### config.mk
export PLATFORM = sky130hd
export DESIGN_NAME = pipeline_stall_controller
export DESIGN_NICKNAME = d
export VERILOG_FILES = /design/src/rtl/pipeline_ctrl_pkg.sv /design/src/rtl/pipeline_stall_controller_load_use_detect.sv /design/src/rtl/pipeline_stall_controller.sv
export SDC_FILE = /design/constraint.sdc
export NUM_CORES = 1
export LEC_CHECK = 0
export ABC_AREA = 1
export CORE_ASPECT_RATIO = 0.9
export CORE_MARGIN = 2
export CORE_UTILIZATION = 35
export CTS_BUF_LIST = sky130_fd_sc_hd__clkbuf_4 sky130_fd_sc_hd__clkbuf_8 sky130_fd_sc_hd__clkbuf_16
export DETAILED_ROUTE_END_ITERATION = 16
export PLACE_DENSITY = 0.71
export SKIP_LAST_GASP = 1
export SLEW_MARGIN = 10
export SYNTH_ARGS = -nofsm -noshare
export SYNTH_HDL_FRONTEND = slang
export SYNTH_SLANG_ARGS = --single-unit
### constraint.sdc
create_clock -name clk -period 2.1 [get_ports clk]
set_input_delay 0.42 -clock clk [delete_from_list [all_inputs] [get_ports clk]]
set_output_delay 0.42 -clock clk [all_outputs]
set_load 0.05 [all_outputs]
### src/rtl/pipeline_ctrl_pkg.sv
// pipeline_ctrl_pkg: shared types and constants for the pipeline stall controller.
// Holds the controller state encoding, the default HALT opcode, a few MIPS
// opcode/funct constants used around the hazard logic, and the zero register.
package pipeline_ctrl_pkg;

    typedef enum logic [1:0] {
        RUN         = 2'd0,
        MULDIV_WAIT = 2'd1,
        DRAIN       = 2'd2,
        HALTED      = 2'd3
    } state_t;

    localparam logic [5:0] HALT_OPCODE_DEFAULT = 6'h3f;

    localparam logic [5:0] OP_LW   = 6'h23;
    localparam logic [5:0] OP_MULT = 6'h18;
    localparam logic [5:0] OP_DIV  = 6'h1a;

    localparam logic [4:0] REG_ZERO = 5'd0;

endpackage

### src/rtl/pipeline_stall_controller_load_use_detect.sv
// load_use_detect: combinational load-use hazard compare between EX and ID.
// Ports:
//   X_MemRead - instruction in EX is a load
//   X_rt      - load destination register in EX
//   D_rs/D_rt - source registers of the instruction in ID
//   hazard    - ID reads the register the EX load is about to write
module load_use_detect
    import pipeline_ctrl_pkg::*;
(
    input  logic       X_MemRead,
    input  logic [4:0] X_rt,
    input  logic [4:0] D_rs,
    input  logic [4:0] D_rt,
    output logic       hazard
);

    // A load targeting $zero writes nothing, so it can never feed a consumer.
    assign hazard = X_MemRead && (X_rt != REG_ZERO) && (X_rt == D_rs || X_rt == D_rt);

endmodule

### src/rtl/pipeline_stall_controller.sv
// pipeline_stall_controller: prioritised freeze/bubble/flush sequencer for the 5-stage pipeline.
// Ports:
//   clk, reset                - rising-edge clock, synchronous active-high reset
//   D_op, D_rs, D_rt          - opcode and source registers of the instruction in ID
//   X_rt, X_MemRead           - load destination / load flag of the instruction in EX
//   X_branch_taken            - branch/jump resolved taken in EX
//   X_muldiv_start            - mult/div entered EX this cycle
//   muldiv_done               - mult/div result valid pulse
//   PC_enable, IFID_enable    - PC and IF/ID load enables
//   IFID_flush                - IF/ID loads a NOP
//   IDEX_enable, IDEX_bubble  - ID/EX load enable and NOP insert
//   EXMEM_bubble              - EX/MEM loads a NOP
//   halted                    - pipeline drained after HALT (held until reset)
//   muldiv_timeout            - sticky: mult/div never signalled done
module pipeline_stall_controller
    import pipeline_ctrl_pkg::*;
#(
    parameter logic [5:0] HALT_OPCODE    = HALT_OPCODE_DEFAULT,
    parameter int         DRAIN_CYCLES   = 3,
    parameter int         MULDIV_TIMEOUT = 32
) (
    input  logic       clk,
    input  logic       reset,
    input  logic [5:0] D_op,
    input  logic [4:0] D_rs,
    input  logic [4:0] D_rt,
    input  logic [4:0] X_rt,
    input  logic       X_MemRead,
    input  logic       X_branch_taken,
    input  logic       X_muldiv_start,
    input  logic       muldiv_done,
    output logic       PC_enable,
    output logic       IFID_enable,
    output logic       IFID_flush,
    output logic       IDEX_enable,
    output logic       IDEX_bubble,
    output logic       EXMEM_bubble,
    output logic       halted,
    output logic       muldiv_timeout
);

    localparam logic [7:0] DRAIN_LAST  = 8'(DRAIN_CYCLES - 1);
    localparam logic [7:0] MULDIV_LAST = 8'(MULDIV_TIMEOUT - 1);

    state_t     state, state_nxt;
    logic [7:0] cnt, cnt_nxt;
    logic       timeout_flag, timeout_set;
    logic       load_use;

    load_use_detect u_load_use_detect (
        .X_MemRead (X_MemRead),
        .X_rt      (X_rt),
        .D_rs      (D_rs),
        .D_rt      (D_rt),
        .hazard    (load_use)
    );

    always_ff @(posedge clk) begin
        if (reset) begin
            state        <= RUN;
            cnt          <= 8'd0;
            timeout_flag <= 1'b0;
        end else begin
            state        <= state_nxt;
            cnt          <= cnt_nxt;
            timeout_flag <= timeout_flag | timeout_set;
        end
    end

    always_comb begin
        state_nxt    = state;
        cnt_nxt      = cnt;
        timeout_set  = 1'b0;
        PC_enable    = 1'b1;
        IFID_enable  = 1'b1;
        IFID_flush   = 1'b0;
        IDEX_enable  = 1'b1;
        IDEX_bubble  = 1'b0;
        EXMEM_bubble = 1'b0;
        halted       = 1'b0;
        case (state)
            RUN: begin
                if (X_branch_taken) begin
                    // Wrong-path instructions in IF and ID are squashed; a
                    // simultaneous muldiv start is on the wrong path too.
                    IFID_flush  = 1'b1;
                    IDEX_bubble = 1'b1;
                end else if (X_muldiv_start) begin
                    // A unit that finishes in its first cycle needs no freeze.
                    if (!muldiv_done) begin
                        PC_enable    = 1'b0;
                        IFID_enable  = 1'b0;
                        IDEX_enable  = 1'b0;
                        EXMEM_bubble = 1'b1;
                        cnt_nxt      = 8'd0;
                        state_nxt    = MULDIV_WAIT;
                    end
                end else if (D_op == HALT_OPCODE) begin
                    PC_enable   = 1'b0;
                    IFID_enable = 1'b0;
                    IDEX_bubble = 1'b1;
                    cnt_nxt     = 8'd0;
                    state_nxt   = DRAIN;
                end else if (load_use) begin
                    PC_enable   = 1'b0;
                    IFID_enable = 1'b0;
                    IDEX_bubble = 1'b1;
                end
            end
            MULDIV_WAIT: begin
                if (muldiv_done) begin
                    state_nxt = RUN;
                end else if (cnt == MULDIV_LAST) begin
                    timeout_set = 1'b1;
                    state_nxt   = RUN;
                end else begin
                    PC_enable    = 1'b0;
                    IFID_enable  = 1'b0;
                    IDEX_enable  = 1'b0;
                    EXMEM_bubble = 1'b1;
                    cnt_nxt      = cnt + 8'd1;
                end
            end
            DRAIN: begin
                PC_enable   = 1'b0;
                IFID_enable = 1'b0;
                IDEX_bubble = 1'b1;
                cnt_nxt     = cnt + 8'd1;
                state_nxt   = (cnt == DRAIN_LAST) ? HALTED : DRAIN;
            end
            HALTED: begin
                PC_enable   = 1'b0;
                IFID_enable = 1'b0;
                IDEX_bubble = 1'b1;
                halted      = 1'b1;
            end
            default: state_nxt = RUN;
        endcase
        // Reset overrides everything so the pipeline registers fill with NOPs.
        if (reset) begin
            PC_enable    = 1'b0;
            IFID_enable  = 1'b0;
            IFID_flush   = 1'b1;
            IDEX_enable  = 1'b0;
            IDEX_bubble  = 1'b1;
            EXMEM_bubble = 1'b0;
            halted       = 1'b0;
        end
    end

    assign muldiv_timeout = timeout_flag & ~reset;

endmodule

==> out/metrics.cfg, run 1 <==
[route]
avgViaCountPerCell=4.48
drc_errors=0
antenna_left=0
drt_iter0_drc=79
drt_wl_total_um=2950
wl_per_cell_um=10.5
vias=1253
detail_route.first_pass.iterations=4

[die]
rows=19
fp.dieW_um=63.1
die_y_um=57.2
start_util=0.364
ios=35
dieArea_um2=3610
coreArea_um2=3020

[global_routing]
grt-ovfl-total=0
grt_util_all_layers=0.182
grt_pass1_vias=1199
antenna_found_initial=0
grt_max_degree=11
grt_pass1_wl_um=5220

[place]
hpwl_um=2330
pre_cts_slack_ns=-0.276
portBuffers=34
gp_congestion=0.843

[finish]
drive_gt1_frac=0.252
n_antenna_cell=0
fin_util=0.590
fin_nets=274
area_delta_synth_final_pct=62.0

[logic_synthesis]
postSynthAreaPerCell_um2=5.98
synth_area_leaders=dfxtp_1 (20%), nand2_1 (19%), inv_1 (9.9%)
synthCells=184
synth.net_count=219
yosysSeqAreaShare=0.200
yosysWarningCount=0
synth_top_area_share=0.200
syn_area_um2=1100
ys_ff_latch=11
synth_area_leader_cell=dfxtp_1
ys_types=29

[critical_path]
ff2ff_path_depth=11
worst-path-buf-inv=1
crit_chain=ha_4 > nand3_4 > nor2_4 > nand2_2 > a21oi_4 > o21ai_2 > a21oi_4 > buf_12
cp.depth=8
cpMaxStageDelayCell=dfxtp_2
worstSetupStartpointType=flip-flop
cp.required_ns=1.68
critPathTopFamily=compound AO/OA/AOI/OAI gates
crit_top_cell=a21oi_4
cp_max_fo=3
arrival_ns=1.71
slowest_delay_ns=0.36
crit_type=reg2out
cp-end-kind=output pin

[cts]
clk_path_buf_depth=2
cts_htree_levels=1
cts_tree=built
cts_root_buf=clkbuf_4
cts_made_buffers=3
worstSkewPairLatency_ns=0.27
cts.clk_slew.worst_paths_ns=0.07
clock_sinks=11

[outcome]
status=finished with violations
violations=setup timing

[sta]
rsz0062_at_grt=yes
hold_viol=0
post-route-period-util=1.01
final_max_slew_viol_count=0
fin_worst_skew_ns=0.00153
hold_slack_ns=0.481
fin_ws_ns=-0.0251
setup_tns_ns=-0.0495
worstMarginPinSlew_ns=0.367
slew_headroom=0.755
max_freq_ghz=0.471
period_needed_ns=2.13
finalSetupViolCount=2

[power]
ir_worst_vdd_mv=0.411
p_leak_nw=0.841
power_mw=1.12
powerDensity_nw_per_um2=631

[min_path]
holdPathStages=2
min-delay-path-class=reg2reg

[run]
cap_viol_max_count=0

-- kinds of logic after synthesis --
logic type                 after synthesis  share of synthesized area
AOI/OAI and AO/OA                       26                      0.154
xor gates and xnor gates                 6                     0.0478
adders and majority gates                8                     0.0910
buffers and inverters                   36                      0.131
DFF                                     11                      0.200
and+or+nand+nor                         97                      0.377
-- layer usage --
layer | wire length, um | vias up | GRT usage
met5 | 0 | - | 0
met4 | 27 | 0 | 0.0381
met3 | 161 | 4 | 0.0493
met2 | 1390 | 26 | 0.322
met1 | 1380 | 538 | 0.223
li1 | - | 685 | -
-- cell usage after synthesis, drive strengths merged --
library cell	instances
clkinv	2
xor2	2
a2111oi	1
buf	1
or2	1
inv	32
xnor2	4
nor2	20
o22ai	1
o21ai	9
nand4	4
a21oi	15
nand3	10
clkbuf	1
nand2	58
nor3	3
nor3b	1
ha	8
dfxtp	11
-- state kept, by name (all words and copies together) (netlist names) --
register      count
timeout_flag      1
cnt               8
state             2
-- path summary, 6_finish.rpt --
check | end | start | slack (ns)
setup / recovery | IFID_enable | cnt[1] | -0.03
hold reg to reg | timeout_flag | timeout_flag | 0.48
setup reg to reg | cnt[0] | state[1] | 0.29
hold / removal | timeout_flag | timeout_flag | 0.48
-- layout by cell type, fill, tap and decap left out, types with 6 or more instances in the layout --
| cell type | instances |
|---|---|
| buf_4 | 18 |
| dfxtp_1 | 8 |
| nand3_1 | 8 |
| nor2_1 | 17 |
| a21oi_1 | 6 |
| a21oi_2 | 7 |
| ha_1 | 7 |
| inv_1 | 28 |
| clkdlybuf4s50_1 | 11 |
| nand2_1 | 56 |
| dlygate4sd2_1 | 11 |
| buf_12 | 7 |
-- cell type report --
| type | count | area [um2] |
|---|---|---|
| clock buffers | 4 | 30.0 |
| fillers | 279 | 1240 |
| inverters | 34 | 133 |
| multi-input cells | 137 | 805 |
| flip-flops and latches | 11 | 224 |
| well taps | 42 | 52.6 |
| repair buffers | 52 | 538 |
-- metrics by stage --
stage	area, um2	std cells
finish	1780	280
global route	1780	280
CTS	1750	279
detailed placement	1660	271
global placement	1660	271
floorplan	1110	184
-- where the power goes --
group | switching [mW] | internal (mW) | leakage [nW]
Sequential | 0.0217 | 0.234 | 0.0903
Clock | 0.0779 | 0.0866 | 0.0184
Combinational | 0.411 | 0.293 | 0.733
Total | 0.510 | 0.614 | 0.841
-- what timing repair did --
item,in CTS,in global routing
hold buffers,0,0
gates cloned,0,0
pin swaps,11,6
setup buffers,4,1
resized for setup,28,8
endpoints found under the setup margin,4,5
-- worst register-to-register path, stage by stage (launching register included) --
cell,delay [ns]
dfxtp_2,0.37
inv_1,0.10
ha_1,0.22
buf_4,0.15
inv_1,0.07
nor2_2,0.05
nand2_1,0.07
nand2_1,0.11
nor2_4,0.28
clkinv_4,0.14
nand2_1,0.09
a21oi_2,0.05
No activity file was read; power rests on OpenSTA's default activity.
==> run 2: changes to the inputs <==
--- a/config.mk
+++ b/config.mk
@@ -7,7 +7,7 @@
 export LEC_CHECK = 0
 export ABC_AREA = 1
 export CORE_ASPECT_RATIO = 0.9
-export CORE_MARGIN = 2
+export CORE_MARGIN = 4
 export CORE_UTILIZATION = 35
 export CTS_BUF_LIST = sky130_fd_sc_hd__clkbuf_4 sky130_fd_sc_hd__clkbuf_8 sky130_fd_sc_hd__clkbuf_16
 export DETAILED_ROUTE_END_ITERATION = 16
==> run 2 against run 1 <==
The flow now finishes without violations. Fmax up 1.5%. Sequential cell count unchanged. Cell area up 0.21%. Clock power down 3%. Global-route usage down 3.6 points. Routed wire length down 2.7%. Die area up 14%. Worst setup slack better by 0.031 ns. Largest cell class unchanged. Highest routed layer unchanged.
==> out/metrics.cfg, run 2 (synthesis gave the netlist of run 1 again) <==
[outcome]
status=complete, no violations

[die]
fp.dieW_um=67.1  ; +6.3%
start_util=0.361  ; -0.00285
ios=35  ; unchanged
rows=19  ; unchanged
coreArea_um2=3040  ; +0.79%
die_y_um=61.2  ; +7.0%
dieArea_um2=4100  ; +14%

[route]
antenna_left=0  ; unchanged
wl_per_cell_um=10.5  ; -0.18%
vias=1214  ; -3.1%
drt_wl_total_um=2870  ; -2.7%
avgViaCountPerCell=4.45  ; -0.63%
detail_route.first_pass.iterations=6  ; +2
drc_errors=0  ; unchanged
drt_iter0_drc=46  ; -42%

[place]
placed_cell_area_um2=1610  ; -3.2%
hpwl_um=2290  ; -1.6%
gp_congestion=0.835  ; -0.98%
portBuffers=34  ; unchanged

[sta]
fin_worst_skew_ns=0.000871  ; -0.000659 ns
post-route-period-util=0.997  ; -0.0146
period_needed_ns=2.09  ; -0.0306 ns
rsz0062_at_grt=yes
max_freq_ghz=0.477  ; +1.5%
setup_tns_ns=0  ; +0.0495 ns
finalSetupViolCount=0  ; -2
hold_viol=0  ; unchanged
worstMarginPinSlew_ns=0.300  ; -0.0671 ns
slew_headroom=0.800  ; +0.0447
hold_slack_ns=0.485  ; +0.00368 ns
final_max_slew_viol_count=0  ; unchanged

[global_routing]
antenna_found_initial=0  ; unchanged
grt_util_all_layers=0.146  ; -0.0358
grt_pass1_wl_um=4730  ; -9.3%
grt-ovfl-total=0  ; unchanged
grt_pass1_vias=1066  ; -11%
grt_max_degree=12  ; +1

[critical_path]
cp-end-kind=output pin
regToRegSetupSlack_ns=0.39  ; +0.10 ns
arrival_ns=1.67  ; -0.04 ns
cp.required_ns=1.68  ; about the same
worstSetupStartpointType=flip-flop
cp_max_fo=6  ; +3
crit_type=reg2out

[finish]
drive_gt1_frac=0.247  ; -0.00535
n_antenna_cell=0  ; unchanged
layout_commonest_cell=nand2_1
regMostFlops=cnt
area_delta_synth_final_pct=62.3
largest_registers=cnt x8, state x2, timeout_flag x1
stdcell_area_um2=1790  ; +0.21%
largest_reg_flops=8  ; unchanged
fin_nets=267  ; -2.6%
mostFrequentLayoutCells=nand2_1 (56), inv_1 (27), nor2_1 (17)
fin_util=0.587  ; -0.00338

[cts]
cts_tree=built
clk_path_buf_depth=2  ; unchanged
cts.clk_slew.worst_paths_ns=0.07  ; about the same
cts_made_buffers=3  ; unchanged
worstSkewPairLatency_ns=0.27  ; about the same
clock_sinks=11  ; unchanged
cts_root_buf=clkbuf_4
cts_htree_levels=1  ; unchanged

[power]
ir_worst_vdd_mv=0.487  ; +18%
power_mw=1.13  ; +0.34%
powerDensity_nw_per_um2=632  ; +0.13%
p_leak_nw=0.841  ; about the same

[run]
cap_viol_max_count=0  ; unchanged

[min_path]
min-delay-path-class=reg2reg

[run 2: path summary, 6_finish.rpt]
check	from	end	depth (start not counted)
setup / recovery	cnt[3]	IFID_enable	7
hold / removal	timeout_flag	timeout_flag	2
setup reg to reg	state[1]	cnt[0]	9
hold reg to reg	timeout_flag	timeout_flag	2
[run 2: repair_timing]
action,CTS,global route
gates cloned,0,0
buffers inserted,3,2
hold buffers,0,0
pin swaps,10,13
endpoints found under the setup margin,5,5
gates resized for setup,22,22
[run 2: layer usage]
| layer | vias to the layer above | wire (um) | GRT usage |
|---|---|---|---|
| li1 | 666 | - | - |
| met1 | 520 | 1410 | 0.210 |
| met3 | 3 | 120 | 0.0347 |
| met2 | 25 | 1330 | 0.230 |
| met4 | 0 | 12 | 0.0173 |
| met5 | - | 0 | 0 |
[run 2: worst max-delay path: stages (launching register included)]
cell	delay, ns
dfxtp_1	0.47
nand3_4	0.12
nor2_4	0.11
nand2_2	0.09
a21oi_4	0.17
o21ai_2	0.09
a21oi_4	0.18
buf_12	0.16
[run 2: stage by stage]
step	std cells	setup slack, ns
after global routing	273	-0.0854
final	273	0.00550
after CTS	271	-0.104
after floorplan	184	-0.0801
after detailed placement	264	-0.229
after global placement	264	-0.231
[run 2: report_power, final]
part / internal (mW) / leakage [nW] / switching (mW)
logic: 0.296 / 0.732 / 0.414
registers: 0.234 / 0.0904 / 0.0254
clock network: 0.0867 / 0.0184 / 0.0725
total: 0.616 / 0.841 / 0.511
[run 2: final cells by class]
| class | count | area (um2) |
|---|---|---|
| Fill cell | 294 | 1260 |
| Multi-Input combinational cell | 137 | 845 |
| Timing Repair Buffer | 45 | 502 |
| Sequential cell | 11 | 224 |
| Inverter | 34 | 133 |
| Tap cell | 42 | 52.6 |
| Clock buffer | 4 | 30.0 |
==> run 3: changes to the inputs <==
--- a/config.mk
+++ b/config.mk
@@ -7,7 +7,6 @@
 export LEC_CHECK = 0
 export ABC_AREA = 1
 export CORE_ASPECT_RATIO = 0.9
-export CORE_MARGIN = 4
 export CORE_UTILIZATION = 35
 export CTS_BUF_LIST = sky130_fd_sc_hd__clkbuf_4 sky130_fd_sc_hd__clkbuf_8 sky130_fd_sc_hd__clkbuf_16
 export DETAILED_ROUTE_END_ITERATION = 16
==> run 3 against run 2 <==
Fmax increased by 0.29%. Via count increased by 2.8%. Register-to-register slack about the same. Global-route usage increased by 3.9 points. Clock-buffer cell count unchanged. Combinational power decreased by 1%. First-iteration DRC count decreased by 43%. Final cell count increased by 0.73%. Largest cell class unchanged.
==> out/metrics.cfg, run 3 (synthesis gave the netlist of run 1 again) <==
[sta]
worstMarginPinSlew_ns=0.320  ; +0.0203 ns
setup_tns_ns=0  ; unchanged
period_needed_ns=2.09  ; -0.00604 ns
hold_viol=0  ; unchanged
fin_worst_skew_ns=0.00354  ; +0.00267 ns
max_freq_ghz=0.479  ; +0.29%
final_max_slew_viol_count=0  ; unchanged
finalSetupViolCount=0  ; unchanged
slew_headroom=0.786  ; -0.0135
rsz0062_at_grt=yes
post-route-period-util=0.995  ; -0.00287

[die]
fp.dieW_um=61.1  ; -8.9%
die_y_um=55.2  ; -9.8%
start_util=0.385  ; +0.0231
ios=35  ; unchanged
rows=18  ; -1
dieArea_um2=3370  ; -18%
coreArea_um2=2860  ; -6.0%

[route]
drc_errors=0  ; unchanged
detail_route.first_pass.iterations=4  ; -2
route.met2.wl_um=1390  ; +4.5%
avgViaCountPerCell=4.54  ; +2.1%
wl_met3_um=131  ; +9.2%
drt_iter0_drc=26  ; -43%
antenna_left=0  ; unchanged
wl_per_cell_um=10.4  ; -1.4%
highest_layer=met4
drt_wl_total_um=2850  ; -0.66%
met1_length_um=1320  ; -6.7%
vias=1248  ; +2.8%

[finish]
n_antenna_cell=0  ; unchanged
largest_registers=cnt x8, state x2, timeout_flag x1
largest_reg_flops=8  ; unchanged
regMostFlops=cnt
mostFrequentLayoutCells=nand2_1 (57), inv_1 (27), nor2_1 (18)
stdcell_count=275  ; +0.73%
layout_commonest_cell=nand2_1
fin_nets=271  ; +1.5%
area_delta_synth_final_pct=60.6
drive_gt1_frac=0.255  ; +0.00857
n_fill_cell=283  ; -3.7%

[cts]
clock_sinks=11  ; unchanged
cts_tree=built
cts.clk_slew.worst_paths_ns=0.07  ; about the same
cts_root_buf=clkbuf_4
worstSkewPairLatency_ns=0.27  ; about the same
cts_made_buffers=3  ; unchanged
clk_path_buf_depth=2  ; unchanged
cts_htree_levels=1  ; unchanged
ctsHoldBuffers=0  ; unchanged

[global_routing]
grt-ovfl-total=0  ; unchanged
grt_pass1_wl_um=4710  ; -0.44%
grt_pass1_vias=1134  ; +6.4%
grt_util_all_layers=0.186  ; +0.0395
antenna_found_initial=0  ; unchanged
grt_max_degree=11  ; -1

[place]
gp_congestion=0.818  ; -2.1%
portBuffers=34  ; unchanged
placed_cells=266  ; +0.76%
hpwl_um=2240  ; -2.5%

[critical_path]
crit_type=reg2out
cp-end-kind=output pin
cp.required_ns=1.68  ; about the same
worstSetupStartpointType=flip-flop
cp_max_fo=3  ; -3
regToRegSetupSlack_ns=0.39  ; about the same
arrival_ns=1.67  ; about the same

[power]
power_mw=1.11  ; -1.3%
p_leak_nw=0.832  ; -1.1%
ir_worst_vdd_mv=0.550  ; +13%
powerDensity_nw_per_um2=630  ; -0.26%

[min_path]
min-delay-path-class=reg2reg

[outcome]
status=complete, no violations

[run]
cap_viol_max_count=0  ; unchanged

## run 3: critical path: stages (launching register included)
cell	delay [ns]
dfxtp_2	0.36
ha_4	0.15
nand3_4	0.10
nor2_4	0.12
nand2_4	0.07
a21oi_4	0.16
o21ai_2	0.08
a21oi_4	0.18
buf_12	0.16
## run 3: report_power, final
| group | total, mW | internal (mW) | switching (mW) | leakage, nW |
|---|---|---|---|---|
| combinational | 0.699 | 0.297 | 0.402 | 0.722 |
| sequential | 0.255 | 0.234 | 0.0204 | 0.0908 |
| clock | 0.159 | 0.0866 | 0.0725 | 0.0184 |
| total | 1.11 | 0.618 | 0.495 | 0.832 |
## run 3: layer usage
metal,GRT usage,vias to the layer above
met2,0.353,22
met4,0.0227,0
met5,0,-
li1,-,682
met1,0.219,540
met3,0.0395,4
## run 3: through the flow
stage | hold slack (ns) | setup WS, ns | cell area [um2] | utilization
global placement | 0.467 | -0.235 | 1630 | 0.571
CTS | 0.482 | -0.0346 | 1720 | 0.601
global route | 0.525 | -0.0679 | 1770 | 0.618
detailed placement | 0.473 | -0.239 | 1630 | 0.571
floorplan | 0.446 | -0.0801 | 1110 | -
finish | 0.480 | 0.0115 | 1770 | 0.618
## run 3: area by class of cell
| type | instances | area, um2 | area share |
|---|---|---|---|
| Multi-Input combinational cell | 137 | 816 | 0.462 |
| Timing Repair Buffer | 49 | 513 | 0.290 |
| Inverter | 34 | 133 | 0.0751 |
| Sequential cell | 11 | 225 | 0.127 |
| Tap cell | 40 | 50.0 | 0.0283 |
| Clock buffer | 4 | 30.0 | 0.0170 |
## run 3: what timing repair did
item                                   CTS  global route
pin swaps                               10             6
endpoints found under the hold margin    0             0
setup buffers                            2             3
setup endpoints to repair                4             5
gates resized for setup                 29            14
## run 3: path summary, 6_finish.rpt
kind | cells past startpoint | endpoint | start
setup / recovery | 8 | IFID_enable | cnt[0]
hold / removal | 2 | timeout_flag | timeout_flag
setup reg to reg | 11 | cnt[4] | state[1]
hold reg to reg | 2 | timeout_flag | timeout_flag
